## config.mk

```make
export PLATFORM = sky130hd
export DESIGN_NAME = opc_acc_cpu
export DESIGN_NICKNAME = d
export VERILOG_FILES = /design/src/rtl/opc_pkg.sv /design/src/rtl/opc_acc_alu.sv /design/src/rtl/opc_acc_cpu.sv
export SDC_FILE = /design/constraint.sdc
export NUM_CORES = 1
export LEC_CHECK = 0
export ABC_AREA = 1
export BUFFER_PORTS_ARGS = -buffer_cell sky130_fd_sc_hd__buf_4
export CAP_MARGIN = 20
export CORE_MARGIN = 2
export CORE_UTILIZATION = 51
export DETAILED_ROUTE_END_ITERATION = 7
export PLACE_DENSITY = 0.72
export SETUP_SLACK_MARGIN = 0.3
export SLEW_MARGIN = 15
export SYNTH_ARGS = -nofsm -noshare
export SYNTH_HDL_FRONTEND = slang
export SYNTH_HIERARCHICAL = 1
export SYNTH_SLANG_ARGS = --single-unit
```

## constraint.sdc

```tcl
create_clock -name clk -period 2 [get_ports clk]
set_input_delay 0.5 -clock clk [delete_from_list [all_inputs] [get_ports clk]]
set_output_delay 0.5 -clock clk [all_outputs]
set_load 0.02 [all_outputs]
```

## src/rtl/opc_pkg.sv

```systemverilog
// ---------------------------------------------------------------------------
// opc_pkg
// Shared definitions for the OPC accumulator core:
//   - 4-bit opcode values (OP_AND .. OP_HALT)
//   - control FSM state encoding (state_t)
//   - is_direct(): true for ALU opcodes whose operand is fetched from mem[OPR]
// No ports (package).
// ---------------------------------------------------------------------------
package opc_pkg;

    localparam logic [3:0] OP_AND  = 4'h0;
    localparam logic [3:0] OP_ANDI = 4'h1;
    localparam logic [3:0] OP_LDA  = 4'h2;
    localparam logic [3:0] OP_LDAI = 4'h3;
    localparam logic [3:0] OP_STA  = 4'h4;
    localparam logic [3:0] OP_JSR  = 4'h5;
    localparam logic [3:0] OP_ADD  = 4'h6;
    localparam logic [3:0] OP_ADDI = 4'h7;
    localparam logic [3:0] OP_NOT  = 4'h8;
    localparam logic [3:0] OP_NOTI = 4'h9;
    localparam logic [3:0] OP_JPC  = 4'hA;
    localparam logic [3:0] OP_RTS  = 4'hB;
    localparam logic [3:0] OP_JPZ  = 4'hC;
    localparam logic [3:0] OP_SCF  = 4'hD;
    localparam logic [3:0] OP_JP   = 4'hE;
    localparam logic [3:0] OP_HALT = 4'hF;

    typedef enum logic [2:0] {
        ST_FETCH0,
        ST_FETCH1,
        ST_RDMEM,
        ST_EXEC,
        ST_HALT
    } state_t;

    // Direct ALU ops need an extra memory read of their operand.
    function automatic logic is_direct(input logic [3:0] op);
        return (op == OP_AND) || (op == OP_LDA) || (op == OP_ADD) || (op == OP_NOT);
    endfunction

endpackage

```

## src/rtl/opc_acc_alu.sv

```systemverilog
// ---------------------------------------------------------------------------
// opc_acc_alu
// Combinational accumulator ALU. Given the current opcode, accumulator,
// carry and operand it produces the accumulator/carry values that the core
// commits in its EXEC state. Opcodes with no ALU effect pass ACC and C through.
// Ports:
//   op       in  4   opcode
//   acc      in  DW  current accumulator
//   c        in  1   current carry
//   operand  in  DW  memory operand (direct) or word1 (immediate / SCF)
//   acc_next out DW  resulting accumulator
//   c_next   out 1   resulting carry
// ---------------------------------------------------------------------------
module opc_acc_alu
    import opc_pkg::*;
#(
    parameter int DW = 8
) (
    input  logic [3:0]    op,
    input  logic [DW-1:0] acc,
    input  logic          c,
    input  logic [DW-1:0] operand,
    output logic [DW-1:0] acc_next,
    output logic          c_next
);

    logic [DW:0] sum;

    always_comb begin
        // Add-with-carry: carry-in is the current C, carry-out lands in bit DW.
        sum      = {1'b0, acc} + {1'b0, operand} + {{DW{1'b0}}, c};
        acc_next = acc;
        c_next   = c;
        case (op)
            OP_AND, OP_ANDI: begin
                acc_next = acc & operand;
                c_next   = 1'b0;
            end
            OP_LDA, OP_LDAI: acc_next = operand;
            OP_ADD, OP_ADDI: {c_next, acc_next} = sum;
            OP_NOT, OP_NOTI: acc_next = ~operand;
            // SCF carries its flag value in OPR[0], which is word1[0].
            OP_SCF:          c_next = operand[0];
            default:         ;
        endcase
    end

endmodule

```

## src/rtl/opc_acc_cpu.sv

```systemverilog
// ---------------------------------------------------------------------------
// opc_acc_cpu
// Two-word-instruction accumulator CPU; sole master of a single-port memory.
// Holds the control FSM, PC, LINK, instruction register (word0), operand
// register (word1, replaced by mem[OPR] for direct ALU ops) and the bus mux.
// Parameters: DW data width (>=8), AW address width (<= 2*DW-4),
//             RST_VEC PC after reset.
// Ports:
//   clk       in  1   clock, rising edge
//   reset_b   in  1   asynchronous active-low reset
//   mem_din   in  DW  read data, taken when mem_req && mem_ready && rnw
//   mem_ready in  1   memory completes the current access this cycle
//   mem_req   out 1   access request, address/rnw/dout held until ready
//   address   out AW  access address
//   rnw       out 1   1 = read, 0 = write
//   mem_dout  out DW  write data (ACC during a write, else 0)
//   halted    out 1   core has executed HALT
// ---------------------------------------------------------------------------
module opc_acc_cpu
    import opc_pkg::*;
#(
    parameter int            DW      = 8,
    parameter int            AW      = 12,
    parameter logic [AW-1:0] RST_VEC = '0
) (
    input  logic          clk,
    input  logic          reset_b,
    input  logic [DW-1:0] mem_din,
    input  logic          mem_ready,
    output logic          mem_req,
    output logic [AW-1:0] address,
    output logic          rnw,
    output logic [DW-1:0] mem_dout,
    output logic          halted
);

    localparam logic [AW-1:0] PC_ONE = AW'(1);

    state_t        state_q, state_d;
    logic [AW-1:0] pc_q, pc_d;
    logic [AW-1:0] link_q, link_d;
    logic [DW-1:0] ir_q, ir_d;
    logic [DW-1:0] or_q, or_d;
    logic [DW-1:0] acc_q, acc_d;
    logic          c_q, c_d;

    logic [3:0]      opcode;
    logic [2*DW-5:0] opr_full;
    logic [AW-1:0]   opr;
    logic [DW-1:0]   alu_acc;
    logic            alu_c;

    assign opcode   = ir_q[DW-1:DW-4];
    assign opr_full = {ir_q[DW-5:0], or_q};
    assign opr      = opr_full[AW-1:0];

    opc_acc_alu #(
        .DW (DW)
    ) u_alu (
        .op       (opcode),
        .acc      (acc_q),
        .c        (c_q),
        .operand  (or_q),
        .acc_next (alu_acc),
        .c_next   (alu_c)
    );

    always_ff @(posedge clk or negedge reset_b) begin
        if (!reset_b) begin
            state_q <= ST_FETCH0;
            pc_q    <= RST_VEC;
            link_q  <= '0;
            ir_q    <= '0;
            or_q    <= '0;
            acc_q   <= '0;
            c_q     <= 1'b0;
        end else begin
            state_q <= state_d;
            pc_q    <= pc_d;
            link_q  <= link_d;
            ir_q    <= ir_d;
            or_q    <= or_d;
            acc_q   <= acc_d;
            c_q     <= c_d;
        end
    end

    // Next-state and bus mux. Memory states hold everything until mem_ready,
    // and mem_ready is only looked at in states that drive mem_req.
    always_comb begin
        state_d  = state_q;
        pc_d     = pc_q;
        link_d   = link_q;
        ir_d     = ir_q;
        or_d     = or_q;
        acc_d    = acc_q;
        c_d      = c_q;
        mem_req  = 1'b0;
        rnw      = 1'b1;
        address  = pc_q;
        mem_dout = '0;

        case (state_q)
            ST_FETCH0: begin
                mem_req = 1'b1;
                if (mem_ready) begin
                    ir_d    = mem_din;
                    pc_d    = pc_q + PC_ONE;
                    state_d = ST_FETCH1;
                end
            end

            ST_FETCH1: begin
                mem_req = 1'b1;
                if (mem_ready) begin
                    or_d = mem_din;
                    pc_d = pc_q + PC_ONE;
                    if (is_direct(opcode)) begin
                        state_d = ST_RDMEM;
                    end else if (opcode == OP_HALT) begin
                        state_d = ST_HALT;
                    end else begin
                        state_d = ST_EXEC;
                    end
                end
            end

            ST_RDMEM: begin
                // OPR is formed from word1 here; it is no longer needed once
                // the operand replaces word1 in the operand register.
                mem_req = 1'b1;
                address = opr;
                if (mem_ready) begin
                    or_d    = mem_din;
                    state_d = ST_EXEC;
                end
            end

            ST_EXEC: begin
                if (opcode == OP_STA) begin
                    mem_req  = 1'b1;
                    rnw      = 1'b0;
                    address  = opr;
                    mem_dout = acc_q;
                    if (mem_ready) begin
                        state_d = ST_FETCH0;
                    end
                end else begin
                    acc_d   = alu_acc;
                    c_d     = alu_c;
                    state_d = ST_FETCH0;
                    // Conditions use the pre-EXEC flag/ACC values.
                    case (opcode)
                        OP_JSR: begin
                            link_d = pc_q;
                            pc_d   = opr;
                        end
                        OP_JPC:  if (c_q) pc_d = opr;
                        OP_RTS:  pc_d = link_q;
                        OP_JPZ:  if (acc_q == '0) pc_d = opr;
                        OP_JP:   pc_d = opr;
                        default: ;
                    endcase
                end
            end

            ST_HALT: ;

            default: state_d = ST_FETCH0;
        endcase
    end

    assign halted = (state_q == ST_HALT);

endmodule
```

Yosys cells after proc, flatten, opt, wreduce, memory -nomap -nowiden:

Index checks and enable logic that the tools add are counted.

* bits in registers: 52
* output and inout bits: 23
* logic and storage cells: 90

* add/subtract/negate cells: 3
* equality and inequality tests: 28
* muxes and demuxes: 24
* bitwise logic cells: 4
* reduce and logical (&&, ||, !) cells: 24

Operators with widths (number)
* 2-to-1 mux 12 bit: 5
* case mux 12 bit (2 select lines): 2
* case mux 12 bit (4 select lines): 1
* equality test 4 bit (second input constant): 8
* case mux 8 bit (4 select lines): 1
* 2-to-1 mux 3 bit: 7
* equality test 4 x 3 -> 1 bit (second input constant): 4
* 2-to-1 mux 8 bit: 2
* case mux 3 bit (5 select lines): 1
* OR reduction 2 bit: 7
* adder 12 x 1 -> 12 bit (second input constant): 1
* adder 8 x 8 -> 9 bit: 1
* adder 9 x 1 -> 9 bit: 1
* inequality test 3 bit (second input constant): 3
* AND reduction 3 bit: 3
* AND 8 bit: 1
* equality test 4 x 2 -> 1 bit (second input constant): 2
* logical NOT 8 bit: 1
* inequality test 2 bit (second input constant): 4
* NOT 8 bit: 1
* equality test 3 x 2 -> 1 bit (second input constant): 2
* AND reduction 6 bit: 1
* inequality test 5 x 3 -> 1 bit (second input constant): 1
* AND reduction 5 bit: 1
* 16 further kinds: 22

Longest topological paths before layout:

* depth after elaboration: 7
* mapped depth: 14

By module:

The synthesis kept the hierarchy.

By module, submodules not included
* opc_acc_cpu: instances 1, cells an instance 415, area an instance 2979.1 um2
* opc_acc_alu: instances 1, cells an instance 135, area an instance 724.4 um2

Worst setup path before layout:

Ideal clock, no wire load.

* path kind: register -> output
* start: reg ir_q[7]
* end: out mem_dout[0]
* arrival time: 1469 ps
* data required time: 1500 ps
* slack: 31 ps
* cell stages (with the launch flop): 7
* cells stage by stage: dfrtp_1 -> buf_4 -> nor2_4 -> nand2_2 -> inv_2 -> nand2_1 -> nor2_1

* cells in the longest elaborated chain, start to end: 3

Ends and longest elaborated chain
* start, declared: RTL line opc_acc_cpu.sv:42 `logic [DW-1:0] ir_q, ir_d;`
* start signal, assigned: RTL line opc_acc_cpu.sv:81 `ir_q <= ir_d;`
* equality test 4 x 3 -> 1 bit: RTL line opc_acc_cpu.sv:140 `if (opcode == OP_STA) begin`
* 2-to-1 mux 8 bit: RTL line opc_acc_cpu.sv:140
* 2-to-1 mux 8 bit: RTL line opc_acc_cpu.sv:103 `case (state_q)`
* end, declared: RTL line opc_acc_cpu.sv:33 `output logic [DW-1:0] mem_dout,`

No other way between the ends.

Worst setup path in the final report:

* start: reg state_q[2]
* end: out address[8]

* cells in the longest elaborated chain, start to end: 2

Ends and longest elaborated chain
* start, declared: RTL line opc_acc_cpu.sv:39 `state_t state_q, state_d;`
* start signal, assigned: RTL line opc_acc_cpu.sv:78 `state_q <= state_d;`
* equality test 3 x 2 -> 1 bit: RTL line opc_acc_cpu.sv:103
* case mux 12 bit (2 select lines) (*): RTL line opc_acc_cpu.sv:103
* end, declared: RTL line opc_acc_cpu.sv:31 `output logic [AW-1:0] address,`

Mark *: on every way between the ends. The rest lies on a longest branch, timed or not.

==> flow_metrics.tcl <==
set metrics [dict create \
    status "complete, but fails checks" \
    violations "negative setup slack" \
    p_sw_mw 0.407 \
    ir_drop_uv 293 \
    r2r_setup_slack_ns 0.07 \
    grt_use_total_pct 30.9 \
    critPathKind "flip-flop to output port" \
    p_seq_share_pct 61.0 \
    p_total_mw 1.72 \
    cp-end-kind "output port" \
    postRouteAntennaNets 0 \
    drt_first_pass_iters 5 \
    avgSynthCellArea_um2 6.73 \
    grt_pass1_vias 3729 \
    grt_max_degree 53 \
    die_height_um 89.2 \
    power_density_nw_per_um2 333 \
    dpl_worst_slack_ns 0.0812 \
    synth-async-reset-ratio_pct 100 \
    ios 34 \
    cap_violations 0 \
    routed_wl_mm 12.1 \
    initial_utilization_pct 51.9 \
    ys_top_cells_by_count "143 x nand2_1, 64 x inv_1, 63 x nor2_1" \
    core_um2 7140 \
    setup_slack_ns -0.107 \
    synth.most_common_cell "nand2_1" \
    hold_violations 0 \
    synthCells 550 \
    skew_ns 0.0141 \
    clock_latency_ns 0.31 \
    die_width_um 89.2 \
    dp_hpwl_mm 7.62 \
    drive_above_1_share_pct 33.2 \
    ys_ff_latch 52 \
    p_sw_share_pct 23.6 \
    yosys_warnings 6 \
    postCtsHoldBufs 0 \
    pwr-share-clk_pct 36.1 \
    ctsHtreeMaxLevel 2 \
    cts.path.max_buffers 2 \
    wl_per_cell_um 16.9 \
    port_buffers 33 \
    cp_max_fo 7 \
    drcViolationCount 0 \
    diodes 0 \
    synth-edff-count 0 \
    seq_area_frac_synth_pct 35.1 \
    slew_violations 0 \
    dieArea_um2 7960 \
    clock_sinks 52 \
    syn_area_um2 3700 \
    via_per_inst 5.58 \
    worstHoldPathType "input port to asynchronous set/reset pin" \
    r2r_cells 14 \
    finalCritPeriodShare_pct 105 \
    n_fill_cell 581 \
    slew_headroom_pct 54.3 \
    grt-ovfl-total 0 \
    antenna_found_initial 0 \
    drtIter0Drc 359 \
    critPathArrivalTime_ns 1.61 \
    final_nets 641 \
    intPower_mw 1.32 \
    ys.flop_type "dfrtp_1" \
    max_freq_ghz 0.475 \
    cp.required_ns 1.50 \
    ys_types 36 \
    grt_pass1_wl_mm 18.7 \
    min_period_ns 2.11 \
    setup_violations 19 \
    syn_to_final_growth_pct 39.7 \
    num_vias 4010 \
    power_frac_comb_pct 2.9 \
    synth_top_area_share_pct 35.1 \
    tightest_slew_ns 0.686 \
    synth_largest_area_cell "dfrtp_1" \
    cp-start-kind "flip-flop" \
    num_rows 31 \
    cts_root_buf "clkbuf_8" \
    tritoncts.num_buffers 5 \
    r2r-start "or_q[0]" \
    place_congestion 0.904 \
    synth.top_cells.by_area "dfrtp_1 35%, nand2_1 14%, nand3_1 7.7%" \
    syn_nets 572 \
    path_clk_slew_ns 0.10 \
    p_leak_nw 2.45 \
    tritoncts "yes" \
    rsz0062_at_grt "yes" \
    r2r_end "c_q" \
]
[routing by layer]
layer | vias up | track usage [%] | share of wire [%]
li1 | 1915 | - | -
met1 | 1877 | 42.7 | 42
met2 | 194 | 49.0 | 48
met3 | 24 | 6.09 | 8.5
met4 | 0 | 9.50 | 2.2
met5 | - | 0 | 0
[layout make-up]
cell class	instances	area (um2)	area share, %
multi-input cells	408	2550	49.3
flip-flops and latches	52	1310	25.3
repair buffers	77	795	15.4
inverters	75	312	6.02
well taps	99	124	2.39
clock buffers	6	72.6	1.40
clock inverters	2	13.8	0.266
[per-stage QoR]
step	hold WS, ns	TNS [ns]	util, %	area (um2)	cells
final	0.221	-1.33	72.5	5170	719
after detailed placement	0.468	0	61.0	4350	686
after CTS	0.249	-1.42	68.6	4900	712
after global placement	0.462	0	61.0	4350	686
after floorplan	0.204	0	-	3940	550
after global routing	0.277	-2.73	72.5	5170	719
[cells in the final DEF, fill, tap and decap left out, drive strengths merged, types with 3 or more instances in the layout]
| cell | count |
|---|---|
| o22ai | 4 |
| clkbuf | 6 |
| nor2 | 69 |
| o21ai | 72 |
| nand4 | 6 |
| nand2 | 155 |
| nand3 | 61 |
| dfrtp | 52 |
| nand3b | 3 |
| buf | 76 |
| a21oi | 17 |
| inv | 75 |
| ha | 9 |
[sequential cells by signal, indices dropped and copies added (netlist names)]
signal	flops
link_q	12
pc_q	12
acc_q	8
ir_q	8
or_q	8
state_q	3
c_q	1
[cell families (layout without fill, tap and decap cells)]
kind of cell | count (synthesis) | after routing | synth area share (%)
buffers and inverters | 92 | 160 | 10.8
adder cells (fa/ha/maj) | 11 | 11 | 4.12
flip-flops | 52 | 52 | 35.1
AND/OR/NAND/NOR | 295 | 297 | 35.2
AO/OA/AOI/OAI | 100 | 100 | 14.7
[critical path, stage by stage, from the launching register on]
cell and delay [ns]:
dfrtp_2 0.42, buf_4 0.15, nor2_4 0.17, buf_6 0.13, buf_12 0.13, nand3_2 0.10
o21ai_4 0.08, buf_6 0.13
[power by group through the flow]
| stage | sequential (mW) | clock (mW) | combinational [mW] |
|---|---|---|---|
| after floorplan | 1.07 | 0 | 0.00635 |
| after global placement | 1.07 | 0 | 0.0489 |
| after detailed placement | 1.07 | 0 | 0.0492 |
| after CTS | 1.05 | 0.638 | 0.0493 |
| after global routing | 1.05 | 0.696 | 0.0578 |
| final | 1.05 | 0.622 | 0.0506 |
[worst max path at each step]
stage / to / cells past startpoint / startpoint / slack [ns]
after floorplan: c_q / 14 / or_q[0] / 0.19
after global placement: c_q / 14 / or_q[0] / 0.14
after detailed placement: address[9] / 7 / ir_q[4] / 0.08
after CTS: address[9] / 8 / ir_q[5] / -0.09
after global routing: address[1] / 7 / state_q[2] / -0.17
final: address[8] / 7 / state_q[2] / -0.11
[repair_timing]
action                                  CTS  global route
gates cloned                              4             1
endpoints found under the setup margin   30            52
resized for setup                        66            55
pin swaps                                10            25
setup buffers                            14             6
No activity file was read; power rests on OpenSTA's default activity.
